$ cat src/rtl/adder_share_arbiter_if.sv
// Bundle of request/response signals between the requesters, the result consumer and
// adder_share_arbiter.
//   req_valid/req_a/req_b : per-requester operands; slice [64*i +: 64] belongs to requester i
//   req_ready             : one-hot grant back to the requesters
//   rsp_*                 : registered result, tagged with the owning requester index
//   busy                  : an operation is in flight
// master: requester/consumer side. slave: the arbiter.
interface adder_share_arbiter_if #(
  parameter int unsigned NREQ = 3,
  parameter int unsigned ID_W = $clog2(NREQ)
);

  logic [NREQ-1:0]    req_valid;
  logic [64*NREQ-1:0] req_a;
  logic [64*NREQ-1:0] req_b;
  logic [NREQ-1:0]    req_ready;
  logic               rsp_valid;
  logic               rsp_ready;
  logic [ID_W-1:0]    rsp_id;
  logic [63:0]        rsp_sum;
  logic               rsp_cout;
  logic               rsp_ovf;
  logic               busy;

  modport master (
    output req_valid,
    output req_a,
    output req_b,
    output rsp_ready,
    input  req_ready,
    input  rsp_valid,
    input  rsp_id,
    input  rsp_sum,
    input  rsp_cout,
    input  rsp_ovf,
    input  busy
  );

  modport slave (
    input  req_valid,
    input  req_a,
    input  req_b,
    input  rsp_ready,
    output req_ready,
    output rsp_valid,
    output rsp_id,
    output rsp_sum,
    output rsp_cout,
    output rsp_ovf,
    output busy
  );

endinterface

$ cat src/rtl/adder_share_arbiter.sv
// Shares a single 64-bit ripple-carry adder (carry-in 0) among NREQ requesters.
// Round-robin grant, one operation in flight, IDLE -> CALC -> RESP -> IDLE.
// Operands are captured on the grant handshake and the result is registered at the end of
// CALC, so the full carry chain gets a whole cycle.
// Ports:
//   clk    : rising-edge clock
//   rst_n  : asynchronous active-low reset
//   bus    : adder_share_arbiter_if.slave (request operands/grant, response, busy)
module adder_share_arbiter #(
  parameter int unsigned NREQ = 3
) (
  input logic                 clk,
  input logic                 rst_n,
  adder_share_arbiter_if.slave bus
);

  localparam int unsigned ID_W = $clog2(NREQ);

  typedef enum logic [1:0] {
    StIdle,
    StCalc,
    StResp
  } state_e;

  state_e          state_q, state_d;
  logic [ID_W-1:0] rr_ptr_q, rr_ptr_d;
  logic [63:0]     op_a_q, op_a_d;
  logic [63:0]     op_b_q, op_b_d;
  logic [ID_W-1:0] op_id_q, op_id_d;
  logic [63:0]     sum_q, sum_d;
  logic            cout_q, cout_d;
  logic            ovf_q, ovf_d;
  logic [ID_W-1:0] id_q, id_d;

  // (base + k) mod NREQ, valid for base < NREQ and k <= NREQ.
  function automatic logic [ID_W-1:0] rot_idx(input logic [ID_W-1:0] base,
                                              input int unsigned k);
    int unsigned s;
    s = 32'(base) + k;
    if (s >= NREQ) begin
      s = s - NREQ;
    end
    return ID_W'(s);
  endfunction

  // Round-robin search starting at rr_ptr_q; the first valid requester wins.
  logic            found;
  logic [ID_W-1:0] grant_idx;
  logic [ID_W-1:0] cand;

  always_comb begin
    found     = 1'b0;
    grant_idx = '0;
    cand      = '0;
    for (int unsigned k = 0; k < NREQ; k++) begin
      cand = rot_idx(rr_ptr_q, k);
      if (!found && bus.req_valid[cand]) begin
        found     = 1'b1;
        grant_idx = cand;
      end
    end
  end

  // Grant is only offered in IDLE, so a request seen here always completes a handshake.
  logic [NREQ-1:0] grant_oh;

  always_comb begin
    grant_oh = '0;
    if (state_q == StIdle && found) begin
      grant_oh[grant_idx] = 1'b1;
    end
  end

  // Operand mux for the granted requester.
  logic [63:0] sel_a;
  logic [63:0] sel_b;

  always_comb begin
    sel_a = '0;
    sel_b = '0;
    for (int unsigned i = 0; i < NREQ; i++) begin
      if (grant_idx == ID_W'(i)) begin
        sel_a = bus.req_a[64*i +: 64];
        sel_b = bus.req_b[64*i +: 64];
      end
    end
  end

  // Shared ripple-carry adder, fed only from the operand registers.
  logic [64:0] carry;
  logic [63:0] add_sum;
  logic        add_cout;
  logic        add_ovf;

  always_comb begin
    carry[0] = 1'b0;
    add_sum  = '0;
    for (int unsigned i = 0; i < 64; i++) begin
      add_sum[i]   = op_a_q[i] ^ op_b_q[i] ^ carry[i];
      carry[i + 1] = (op_a_q[i] & op_b_q[i]) | (carry[i] & (op_a_q[i] ^ op_b_q[i]));
    end
  end

  assign add_cout = carry[64];
  // Signed overflow: like-signed operands yielding a result of the other sign.
  assign add_ovf  = (op_a_q[63] == op_b_q[63]) && (add_sum[63] != op_a_q[63]);

  // Next-state logic.
  always_comb begin
    state_d  = state_q;
    rr_ptr_d = rr_ptr_q;
    op_a_d   = op_a_q;
    op_b_d   = op_b_q;
    op_id_d  = op_id_q;
    sum_d    = sum_q;
    cout_d   = cout_q;
    ovf_d    = ovf_q;
    id_d     = id_q;

    unique case (state_q)
      StIdle: begin
        if (found) begin
          op_a_d   = sel_a;
          op_b_d   = sel_b;
          op_id_d  = grant_idx;
          rr_ptr_d = rot_idx(grant_idx, 1);
          state_d  = StCalc;
        end
      end
      StCalc: begin
        sum_d   = add_sum;
        cout_d  = add_cout;
        ovf_d   = add_ovf;
        id_d    = op_id_q;
        state_d = StResp;
      end
      StResp: begin
        if (bus.rsp_ready) begin
          state_d = StIdle;
        end
      end
      default: begin
        state_d = StIdle;
      end
    endcase
  end

  always_ff @(posedge clk or negedge rst_n) begin
    if (!rst_n) begin
      state_q  <= StIdle;
      rr_ptr_q <= '0;
      op_a_q   <= '0;
      op_b_q   <= '0;
      op_id_q  <= '0;
      sum_q    <= '0;
      cout_q   <= 1'b0;
      ovf_q    <= 1'b0;
      id_q     <= '0;
    end else begin
      state_q  <= state_d;
      rr_ptr_q <= rr_ptr_d;
      op_a_q   <= op_a_d;
      op_b_q   <= op_b_d;
      op_id_q  <= op_id_d;
      sum_q    <= sum_d;
      cout_q   <= cout_d;
      ovf_q    <= ovf_d;
      id_q     <= id_d;
    end
  end

  assign bus.req_ready = grant_oh;
  assign bus.rsp_valid = (state_q == StResp);
  assign bus.busy      = (state_q != StIdle);
  assign bus.rsp_id    = id_q;
  assign bus.rsp_sum   = sum_q;
  assign bus.rsp_cout  = cout_q;
  assign bus.rsp_ovf   = ovf_q;

endmodule

$ cat src/flat_wrapper.sv
// flat-port wrapper written by rule: the top's interface ports become plain ports
module adder_share_arbiter_flat 
#(
  parameter int unsigned NREQ = 3
)
  (clk, rst_n, bus_req_valid, bus_req_a, bus_req_b, bus_rsp_ready, bus_req_ready, bus_rsp_valid, bus_rsp_id, bus_rsp_sum, bus_rsp_cout, bus_rsp_ovf, bus_busy);
  adder_share_arbiter_if #(.NREQ(NREQ)) bus_i ();
  input logic clk;
  input logic rst_n;
  input wire logic [$bits(bus_i.req_valid)-1:0] bus_req_valid;
  input wire logic [$bits(bus_i.req_a)-1:0] bus_req_a;
  input wire logic [$bits(bus_i.req_b)-1:0] bus_req_b;
  input wire logic [$bits(bus_i.rsp_ready)-1:0] bus_rsp_ready;
  output wire logic [$bits(bus_i.req_ready)-1:0] bus_req_ready;
  output wire logic [$bits(bus_i.rsp_valid)-1:0] bus_rsp_valid;
  output wire logic [$bits(bus_i.rsp_id)-1:0] bus_rsp_id;
  output wire logic [$bits(bus_i.rsp_sum)-1:0] bus_rsp_sum;
  output wire logic [$bits(bus_i.rsp_cout)-1:0] bus_rsp_cout;
  output wire logic [$bits(bus_i.rsp_ovf)-1:0] bus_rsp_ovf;
  output wire logic [$bits(bus_i.busy)-1:0] bus_busy;
  assign bus_i.req_valid = bus_req_valid;
  assign bus_i.req_a = bus_req_a;
  assign bus_i.req_b = bus_req_b;
  assign bus_i.rsp_ready = bus_rsp_ready;
  assign bus_req_ready = bus_i.req_ready;
  assign bus_rsp_valid = bus_i.rsp_valid;
  assign bus_rsp_id = bus_i.rsp_id;
  assign bus_rsp_sum = bus_i.rsp_sum;
  assign bus_rsp_cout = bus_i.rsp_cout;
  assign bus_rsp_ovf = bus_i.rsp_ovf;
  assign bus_busy = bus_i.busy;
  adder_share_arbiter #(.NREQ(NREQ)) u_core (.clk(clk), .rst_n(rst_n), .bus(bus_i));
endmodule
$ cat config.mk
export PLATFORM = sky130hd
export DESIGN_NAME = adder_share_arbiter_flat
export DESIGN_NICKNAME = d
export VERILOG_FILES = /design/src/rtl/adder_share_arbiter_if.sv /design/src/rtl/adder_share_arbiter.sv /design/src/flat_wrapper.sv
export SDC_FILE = /design/constraint.sdc
export NUM_CORES = 1
export LEC_CHECK = 0
export ABC_AREA = 1
export BUFFER_PORTS_ARGS = -buffer_cell sky130_fd_sc_hd__buf_4
export CORE_AREA = 2 2 219 221
export CTS_BUF_LIST = sky130_fd_sc_hd__clkbuf_8
export CTS_CLUSTER_SIZE = 8
export DETAILED_ROUTE_END_ITERATION = 6
export DIE_AREA = 0 0 221 223
export SLEW_MARGIN = 20
export SYNTH_ARGS = -nofsm -noshare
export SYNTH_HDL_FRONTEND = slang
export SYNTH_SLANG_ARGS = --single-unit
export TNS_END_PERCENT = 1
$ cat constraint.sdc
create_clock -name clk -period 36.8 [get_ports clk]
set_input_delay 9.2 -clock clk [delete_from_list [all_inputs] [get_ports clk]]
set_output_delay 9.2 -clock clk [all_outputs]
set_load 0.05 [all_outputs]
==> Yosys cells after proc, flatten, opt, wreduce, memory -nomap -nowiden <==
Index checks and enable logic that the tools add are counted.
{ "totals": {"wordCells": 390, "in_bits": 390, "register_bits": 202, "output_inout_bits": 73} }
{ "classes": {"n_mux": 28, "n_reduce_logical": 12, "bitwise": 317, "order_cmp": 9, "eq_ne": 8, "addsub": 7} }
{ "ops": {"columns": ["operator", "count"], "rows": [
  ["64-bit two-way mux", 6],
  ["1-bit AND", 127],
  ["1-bit XOR", 127],
  ["1-bit OR", 63],
  ["2-bit two-way mux", 9],
  ["2-bit by 3-bit < comparator with 1-bit output, second input constant", 4],
  ["3-bit by 2-bit greater-or-equal comparator with 1-bit output, second input constant", 3],
  ["2-bit subtractor, second input constant", 4],
  ["1-bit two-way mux", 7],
  ["2-bit by 1-bit adder with 3-bit output, second input constant", 2],
  ["1-bit binary-select mux with 2-bit select", 3],
  ["2-bit case mux with 3 select lines", 1],
  ["1-bit logical AND", 5],
  ["2-bit by 1-bit == test with 1-bit output, second input constant", 2],
  ["2-bit == test, second input constant", 2],
  ["2-bit zero test", 2],
  ["2-bit AND reduction", 2],
  ["2-bit by 2-bit adder with 3-bit output, second input constant", 1],
  ["3-bit two-way mux", 1],
  ["1-bit demux with 2-bit select", 1],
  ["2-bit by 1-bit greater-or-equal comparator with 1-bit output, second input constant", 1],
  ["2-bit greater-or-equal comparator, second input constant", 1],
  ["1-bit zero test", 2],
  ["2-bit by 1-bit inequality test with 1-bit output, second input constant", 1],
  ["other kinds (4)", 4]
]} }

==> Longest topological paths before layout <==
Gate-level depths: netlist (run 1).
{ "logic_depth": {"depth_word": 128, "depth_mapped": 69, "ltp_nobuf": 69} }

==> Least setup slack after synthesis (run 1) <==
Ideal clock, no wire load.
{ "synth_timing": {"kind": "reg2reg", "startpoint": "reg u_core.op_b_q[0]", "endpoint": "reg u_core.ovf_q, in the netlist u_core.bus.rsp_ovf", "setup_time_ps": 95, "stages_incl_launch_ff": 70, "path_slack_ps": 7567, "period_less_slack_ps": 29233, "n_path_buf": 0, "t_arrival_ps": 29138, "path_cell_list": "dfrtp_1 > ha_1 > fa_1 > fa_1 > fa_1 > fa_1 > fa_1 > fa_1 > inv_1 > fa_1 > inv_1 > fa_1 > fa_1 > fa_1 > fa_1 > fa_1 > fa_1 > fa_1 > [34 not listed] > fa_1 > fa_1 > fa_1 > fa_1 > fa_1 > fa_1 > fa_1 > fa_1 > fa_1 > fa_1 > fa_1 > fa_1 > fa_1 > fa_1 > inv_1 > fa_1 > xor2_1 > o31ai_1"} }
{ "synth_via": {"elab_chain_len": 128} }
{ "synth_rtl": {"columns": ["item", "line_no", "rtl"], "rows": [
  ["from (decl)", "adder_share_arbiter.sv:28", "logic [63:0] op_b_q, op_b_d;"],
  ["from (signal assigned)", "adder_share_arbiter.sv:163", "op_b_q <= op_b_d;"],
  ["1-bit AND (2 in series)", "adder_share_arbiter.sv:100", "carry[i + 1] = (op_a_q[i] & op_b_q[i]) | (carry[i] & (op_a_q[i] ^ op_b_q[i]));"],
  ["1-bit OR", "adder_share_arbiter.sv:100", null],
  ["1-bit AND", "adder_share_arbiter.sv:100", null],
  ["1-bit OR", "adder_share_arbiter.sv:100", null],
  ["1-bit AND", "adder_share_arbiter.sv:100", null],
  ["1-bit OR", "adder_share_arbiter.sv:100", null],
  ["1-bit AND", "adder_share_arbiter.sv:100", null],
  ["1-bit OR", "adder_share_arbiter.sv:100", null],
  ["[111 not listed]", null, null],
  ["1-bit OR", "adder_share_arbiter.sv:100", null],
  ["1-bit AND", "adder_share_arbiter.sv:100", null],
  ["1-bit OR", "adder_share_arbiter.sv:100", null],
  ["1-bit AND", "adder_share_arbiter.sv:100", null],
  ["1-bit OR", "adder_share_arbiter.sv:100", null],
  ["1-bit XOR", "adder_share_arbiter.sv:99", "add_sum[i] = op_a_q[i] ^ op_b_q[i] ^ carry[i];"],
  ["1-bit inequality test", "adder_share_arbiter.sv:106", "assign add_ovf = (op_a_q[63] == op_b_q[63]) && (add_sum[63] != op_a_q[63]);"],
  ["1-bit logical AND", "adder_share_arbiter.sv:106", null],
  ["to (signal assigned)", "adder_share_arbiter.sv:167", "ovf_q <= ovf_d;"],
  ["to (decl)", "adder_share_arbiter.sv:32", "logic ovf_q, ovf_d;"]
]} }
Every way passes these cells.
A chain may end at the register's enable or synchronous reset.

==> Worst setup path in the final report (run 1) <==
Ends and elaborated chain as after synthesis.

==> run summary, run 1 <==
Clk slew on worst S/H paths: 0.06 ns
H-tree Lvls: 2
First-pass GRT wire length: 60810 um
Post-synth cell types: 23
Vias: 11219
# clock sinks: 202
Core area: 47150 um2
Largest net degree at the start of global routing: 108
Post-DP Area: 15440 um2
Area of the multi-input gates: 5943 um2
Initial antenna violation count: 2
Class of the worst hold path: reg -> reg
Max-Cap Viols: 0
Main synth FF type: dfrtp_1
Syn Area/Cell: 8.111 um2
Via-to-Cell Ratio: 4.540
Max clock buf depth: 3
Setup slack at placement: 6.299 ns
Flops & latches, synth: 202
Synth Area in XOR/XNOR: 0.07520%
Final Cycle Share: 82.45%
Site row count: 80
Count leader, synth: nand2_1
TNS Setup: 0 ns
DRC violations left: 0
Area growth syn-to-layout: 38.20%
Post-CTS Setup Bufs: 0
Max frequency: 0.03296 GHz
Share of layout cells above drive strength 1: 28.66%
Die height: 223 um
Slowest CP cell: fa_1
CP most frequent cell: fa_1
Skew-Pair Late Insertion Delay: 0.55 ns
Post-synth top area share: 43.40%
# hold bufs at CTS: 0
Routability cong.: 0.8748
Syn nets: 1896
Router iterations before antenna repair: 5
Cts repair resizes: 0
CP Launch Type: register
CP arrival: 30.78 ns
Fin area: 16100 um2
Layout fillers: 4994
Maximum fanout along the worst path: 2
Top post-synthesis cells by count: nand2_1 (478), nand3_1 (263), dfrtp_1 (202)
R2R cell count: 69
Post-Synth Simple-Gate Area: 27.43%
Tot GR Track Use: 15.50%
Top-level I/O count: 463
Vias in the first global route: 11287
Unrepaired setup endpoints after global routing: false
Synth Warn #: 0
WHS Path Cells: 2
Final Skew: 0.01869 ns
Outcome: finished clean
DIE WIDTH: 221 um
Mapped Cells: 1436
Synth Area in Compound Gates: 11.59%
Final Net Count: 2297
Multiplexer share of the synthesized area: 0%
Worst hold slack: 0.4692 ns
Max incr delay on CP: 0.49 ns
Grt total ovfl: 0
Number of synthesized flops with an enable pin: 0
Detail Placement HPWL: 29700 um
Final setup viols: 0
Ant diodes: 0
Worst Setup Path Type: reg -> reg
DRT antenna net count: 0
Root Buffer: clkbuf_8
Asr flop ratio synth: 100.0%
Final worst setup slack: 6.459 ns
Starting Density: 24.71%
WL per Instance: 15.76 um
Final max-slew violation count: 0
Adder-cell share of the synthesized area: 11.58%
Main combinational cell family by area after synthesis: simple AND/OR/NAND/NOR gates
Netlist Area Pre-Place: 11650 um2
CP endpoint kind: register
CTS buffer count: 37
CTS tree: built
Pin slew with the least headroom to its limit: 0.9836 ns
Area contributors post-synth: dfrtp_1 (43%), nand2_1 (15%), nand3_1 (11%), fa_1 (11%), o21ai_0 (7.9%)
Sequential fraction of the synthesis area: 43.40%
Synth area leader: dfrtp_1
Port bufs: 462
CP required: 37.24 ns
Hold Vio Cnt, Final: 0
Die area: 49280 um2
DR iter-0 viols: 606
Sequential Area: 5055 um2
Post-route minimum period: 30.34 ns
Final wirelength: 38950 um
Worst slew margin: 34.43%
## layer usage
| layer | vias up | GRT usage, % | routed length, um |
|---|---|---|---|
| li1 | 5563 | - | - |
| met4 | 4 | 4.850 | 1035 |
| met2 | 446 | 26.40 | 18780 |
| met1 | 5150 | 18.98 | 16260 |
| met5 | - | 0 | 20 |
| met3 | 56 | 4.372 | 2852 |
## cell families after synthesis
kind of cell	count (synthesis)
compound gates	269
simple gates	756
flops	202
fa+ha+maj	70
xor+xnor	1
buf+inv	138
## critical path, delay by kind of cell (launching register included)
kind            cells  cell delay (ns)
buf+inv             3             0.24
fa+ha+maj          64            29.24
compound gates      1             0.21
flops               1             0.38
xor+xnor            1             0.16
## placed cells by master, fill, tap and decap left out
cell type and instances:
inv_6 1, ha_1 5, xor2_1 1, nand3_1 263
o21ai_0 183, clkinv_2 1, buf_4 473, fa_1 63
inv_1 33, nand2_8 1, a21oi_1 8, o31ai_1 1
nor2_1 11, nand3_2 2, nand2_1 477, inv_2 4
o21ai_1 76, inv_4 1, a31oi_1 1, dfrtp_1 202
clkbuf_8 45, ha_4 2, nor2_4 1, nand2_4 1
## final timing paths
check	slack, ns	end	startpoint
min in group asynchronous	8.64	u_core.op_b_q[48]$_DFFE_PN0P_	rst_n
max in group asynchronous	26.79	u_core.op_a_q[14]$_DFFE_PN0P_	rst_n
hold / removal	0.47	u_core.bus.rsp_id[1]$_DFFE_PN0N_	u_core.op_id_q[1]$_DFFE_PN0P_
setup reg to reg	6.46	u_core.bus.rsp_ovf$_DFFE_PN0N_	u_core.op_b_q[0]$_DFFE_PN0P_
hold reg to reg	0.47	u_core.bus.rsp_id[1]$_DFFE_PN0N_	u_core.op_id_q[1]$_DFFE_PN0P_
setup / recovery	6.46	u_core.bus.rsp_ovf$_DFFE_PN0N_	u_core.op_b_q[0]$_DFFE_PN0P_
## sequential cells by signal, indices dropped and copies added, names as in the netlist
signal / cells
u_core.op_id_q: 2
u_core.rr_ptr_q: 2
u_core.state_q: 2
u_core.bus.rsp_cout: 1
u_core.bus.rsp_sum: 64
u_core.op_b_q: 64
u_core.bus.rsp_id: 2
u_core.op_a_q: 64
u_core.bus.rsp_ovf: 1
## layout make-up
class | instances | area share [%]
clock inverter | 14 | 0.3342
inverter | 26 | 0.6529
tap | 615 | 4.780
sequential | 202 | 31.40
multi-input combinational | 1096 | 36.92
timing repair buffer | 474 | 22.15
clock buffer | 44 | 3.762
## metrics by stage
| step | utilization (%) | cells |
|---|---|---|
| 5_1_grt | 34.14 | 2471 |
| 4_1_cts | 34.14 | 2471 |
| 3_5_place_dp | 32.74 | 2413 |
| 6_report | 34.14 | 2471 |
| 2_1_floorplan | - | 1436 |
| 3_3_place_gp | 32.74 | 2413 |
Power of run 1 is not shown: default switching activity piles up to over one toggle a cycle in this logic, so the estimate is an artifact.
==> run 2, diff against run 1 <==
- clock period: 36.8 -> 27.7 ns (I/O delays scaled with it)
==> run 2 against run 1 <==
- maximum frequency grew 13%
- utilization grew 0.38 points
- largest cell class unchanged
- non-clock buffer count shrank 1
- critical path depth is the same
- first-iteration DRC count shrank 13%
- critical endpoint unchanged
- register-to-register slack lost 5.6 ns
- setup slack lost 5.6 ns
==> run summary, run 2 (same netlist as run 1, synthesis figures left out) <==
M2 GR Usage: 27.00% (was 26.40%)
WL per Instance: 16.20 um (was 15.76 um)
CP required: 28.15 ns (was 37.24 ns)
Final Cycle Share: 97.04% (was 82.45%)
Class of the worst hold path: reg -> reg (unchanged)
DRC violations left: 0 (unchanged)
Port bufs: 462 (unchanged)
DR iter-0 viols: 530 (was 606)
Worst setup path start: u_core.op_b_q[0]$_DFFE_PN0P_ (unchanged)
Die area: 49280 um2 (unchanged)
Starting Density: 24.71% (unchanged)
Max incr delay on CP: 0.45 ns (was 0.49 ns)
Max frequency: 0.03720 GHz (was 0.03296 GHz)
CTS buffer count: 38 (was 37)
R2R Setup Slk: 0.82 ns (was 6.46 ns)
# hold bufs at CTS: 0 (unchanged)
# clock sinks: 202 (unchanged)
Tot GR Track Use: 15.93% (was 15.50%)
Initial antenna violation count: 4 (was 2)
Vias in the first global route: 11562 (was 11287)
Final Net Count: 2297 (unchanged)
Final wirelength: 40070 um (was 38950 um)
Outcome: finished clean (unchanged)
Final setup viols: 0 (unchanged)
Worst slew margin: 32.49% (was 34.43%)
Top-level I/O count: 463 (unchanged)
Root Buffer: clkbuf_8 (unchanged)
Critical R2R Launch: u_core.op_b_q[0]$_DFFE_PN0P_ (unchanged)
Met3 Use GR: 4.386% (was 4.372%)
Reg2reg end: u_core.bus.rsp_ovf$_DFFE_PN0N_ (unchanged)
Worst hold slack: 0.4778 ns (was 0.4692 ns)
Routability cong.: 0.8897 (was 0.8748)
Site row count: 80 (unchanged)
Grt total ovfl: 0 (unchanged)
Max-Cap Viols: 0 (unchanged)
Largest net degree at the start of global routing: 155 (was 108)
Commonest non-fill, non-tap cell in the layout: nand2_1 (unchanged)
Via-to-Cell Ratio: 4.591 (was 4.540)
Clk slew on worst S/H paths: 0.05 ns (was 0.06 ns)
Worst Setup Path Type: reg -> reg (unchanged)
Maximum fanout along the worst path: 2 (unchanged)
Share of layout cells above drive strength 1: 31.81% (was 28.66%)
Finished Core Util: 34.52% (was 34.14%)
Vias: 11353 (was 11219)
Final max-slew violation count: 0 (unchanged)
CP most frequent cell: fa_2 (was fa_1)
Final Skew: 0.02288 ns (was 0.01869 ns)
R2R cell count: 69 (unchanged)
Core area: 47150 um2 (unchanged)
Max clock buf depth: 3 (unchanged)
CP endpoint kind: register (unchanged)
CP Launch Type: register (unchanged)
Post-CTS Setup Bufs: 0 (unchanged)
CTS tree: built (unchanged)
Post-route minimum period: 26.88 ns (was 30.34 ns)
Top Usage Layer GRT: met2 (unchanged)
Area growth syn-to-layout: 39.75% (was 38.20%)
Ant diodes: 0 (unchanged)
Die height: 223 um (unchanged)
Slowest CP cell: fa_1 (unchanged)
Grt met1 use: 19.86% (was 18.98%)
H-tree Lvls: 2 (unchanged)
Unrepaired setup endpoints after global routing: false (unchanged)
First-pass GRT wire length: 62640 um (was 60810 um)
Skew-Pair Late Insertion Delay: 0.56 ns (was 0.55 ns)
Most frequent cells in the layout: nand2_1 (477), buf_4 (472), nand3_1 (263) (was nand2_1 (477), buf_4 (473), nand3_1 (263))
Pin slew with the least headroom to its limit: 1.013 ns (was 0.9836 ns)
Detail Placement HPWL: 29990 um (was 29700 um)
CP arrival: 27.33 ns (was 30.78 ns)
CP Capture Point: u_core.bus.rsp_ovf$_DFFE_PN0N_ (unchanged)
DIE WIDTH: 221 um (unchanged)
DRT antenna net count: 0 (unchanged)
Layout fillers: 4961 (was 4994)
Router iterations before antenna repair: 5 (unchanged)
Hold Vio Cnt, Final: 0 (unchanged)
-- run 2: cell types whose count changed in the layout (fill, tap and decap cells not counted), sizes merged --
cell,change
clkbuf,+2
clkinv,-1
clkinvlp,+1
-- run 2: worst min-delay path by stage --
| stage | startpoint | to | slack, ns | depth (start not counted) |
|---|---|---|---|---|
| final | u_core.bus.rsp_sum[52]$_DFFE_PN0N_ | u_core.bus.rsp_sum[52]$_DFFE_PN0N_ | 0.48 | 2 |
| after global routing | u_core.bus.rsp_sum[37]$_DFFE_PN0N_ | u_core.bus.rsp_sum[37]$_DFFE_PN0N_ | 0.49 | 2 |
| after CTS | u_core.op_id_q[1]$_DFFE_PN0P_ | u_core.bus.rsp_id[1]$_DFFE_PN0N_ | 0.48 | 2 |
| after detailed placement | u_core.op_id_q[1]$_DFFE_PN0P_ | u_core.bus.rsp_id[1]$_DFFE_PN0N_ | 0.47 | 2 |
| after global placement | u_core.bus.rsp_sum[52]$_DFFE_PN0N_ | u_core.bus.rsp_sum[52]$_DFFE_PN0N_ | 0.46 | 2 |
| after floorplan | u_core.op_id_q[0]$_DFFE_PN0P_ | u_core.bus.rsp_id[0]$_DFFE_PN0N_ | 0.44 | 2 |
-- run 2: timing repair --
item / 4_1_cts / 5_1_grt
setup endpoints to repair: 5 / 3
pin swaps: 0 / 1
gates resized for setup: 19 / 8
-- run 2: critical path, delay by kind of cell, from the launching register on --
kind                     cells  cell delay [ns]
adder cells (fa/ha/maj)     64            25.83
flip-flops                   1             0.38
AO/OA/AOI/OAI                1             0.18
XOR/XNOR                     1             0.17
buffers and inverters        3             0.23
-- run 2: through the flow --
stage / setup TNS [ns] / cell area, um2 / setup slack [ns] / std cells
2_1_floorplan: 0 / 11720 / 0.04815 / 1436
3_3_place_gp: -2.264 / 15510 / -0.8702 / 2412
3_5_place_dp: -2.958 / 15510 / -1.057 / 2412
4_1_cts: 0 / 16260 / 0.04044 / 2473
5_1_grt: 0 / 16280 / 0.02769 / 2473
6_report: 0 / 16280 / 0.8192 / 2473
-- run 2: final cells by class --
type,count,area [um2],area share (%)
Inverter,26,105.1,0.6457
Clock buffer,47,646.9,3.974
Clock inverter,14,56.30,0.3459
Timing Repair Buffer,473,3558,21.86
Sequential cell,202,5055,31.06
Multi-Input combinational cell,1096,6086,37.39
Tap cell,615,769.5,4.727
-- run 2: per-layer routing --
layer  routed length [um]  vias up
met4                  916        8
li1                     -     5566
met5                   40        -
met2                19150      430
met1                17060     5289
met3                 2902       60
Power of run 2 is left out for the same reason.
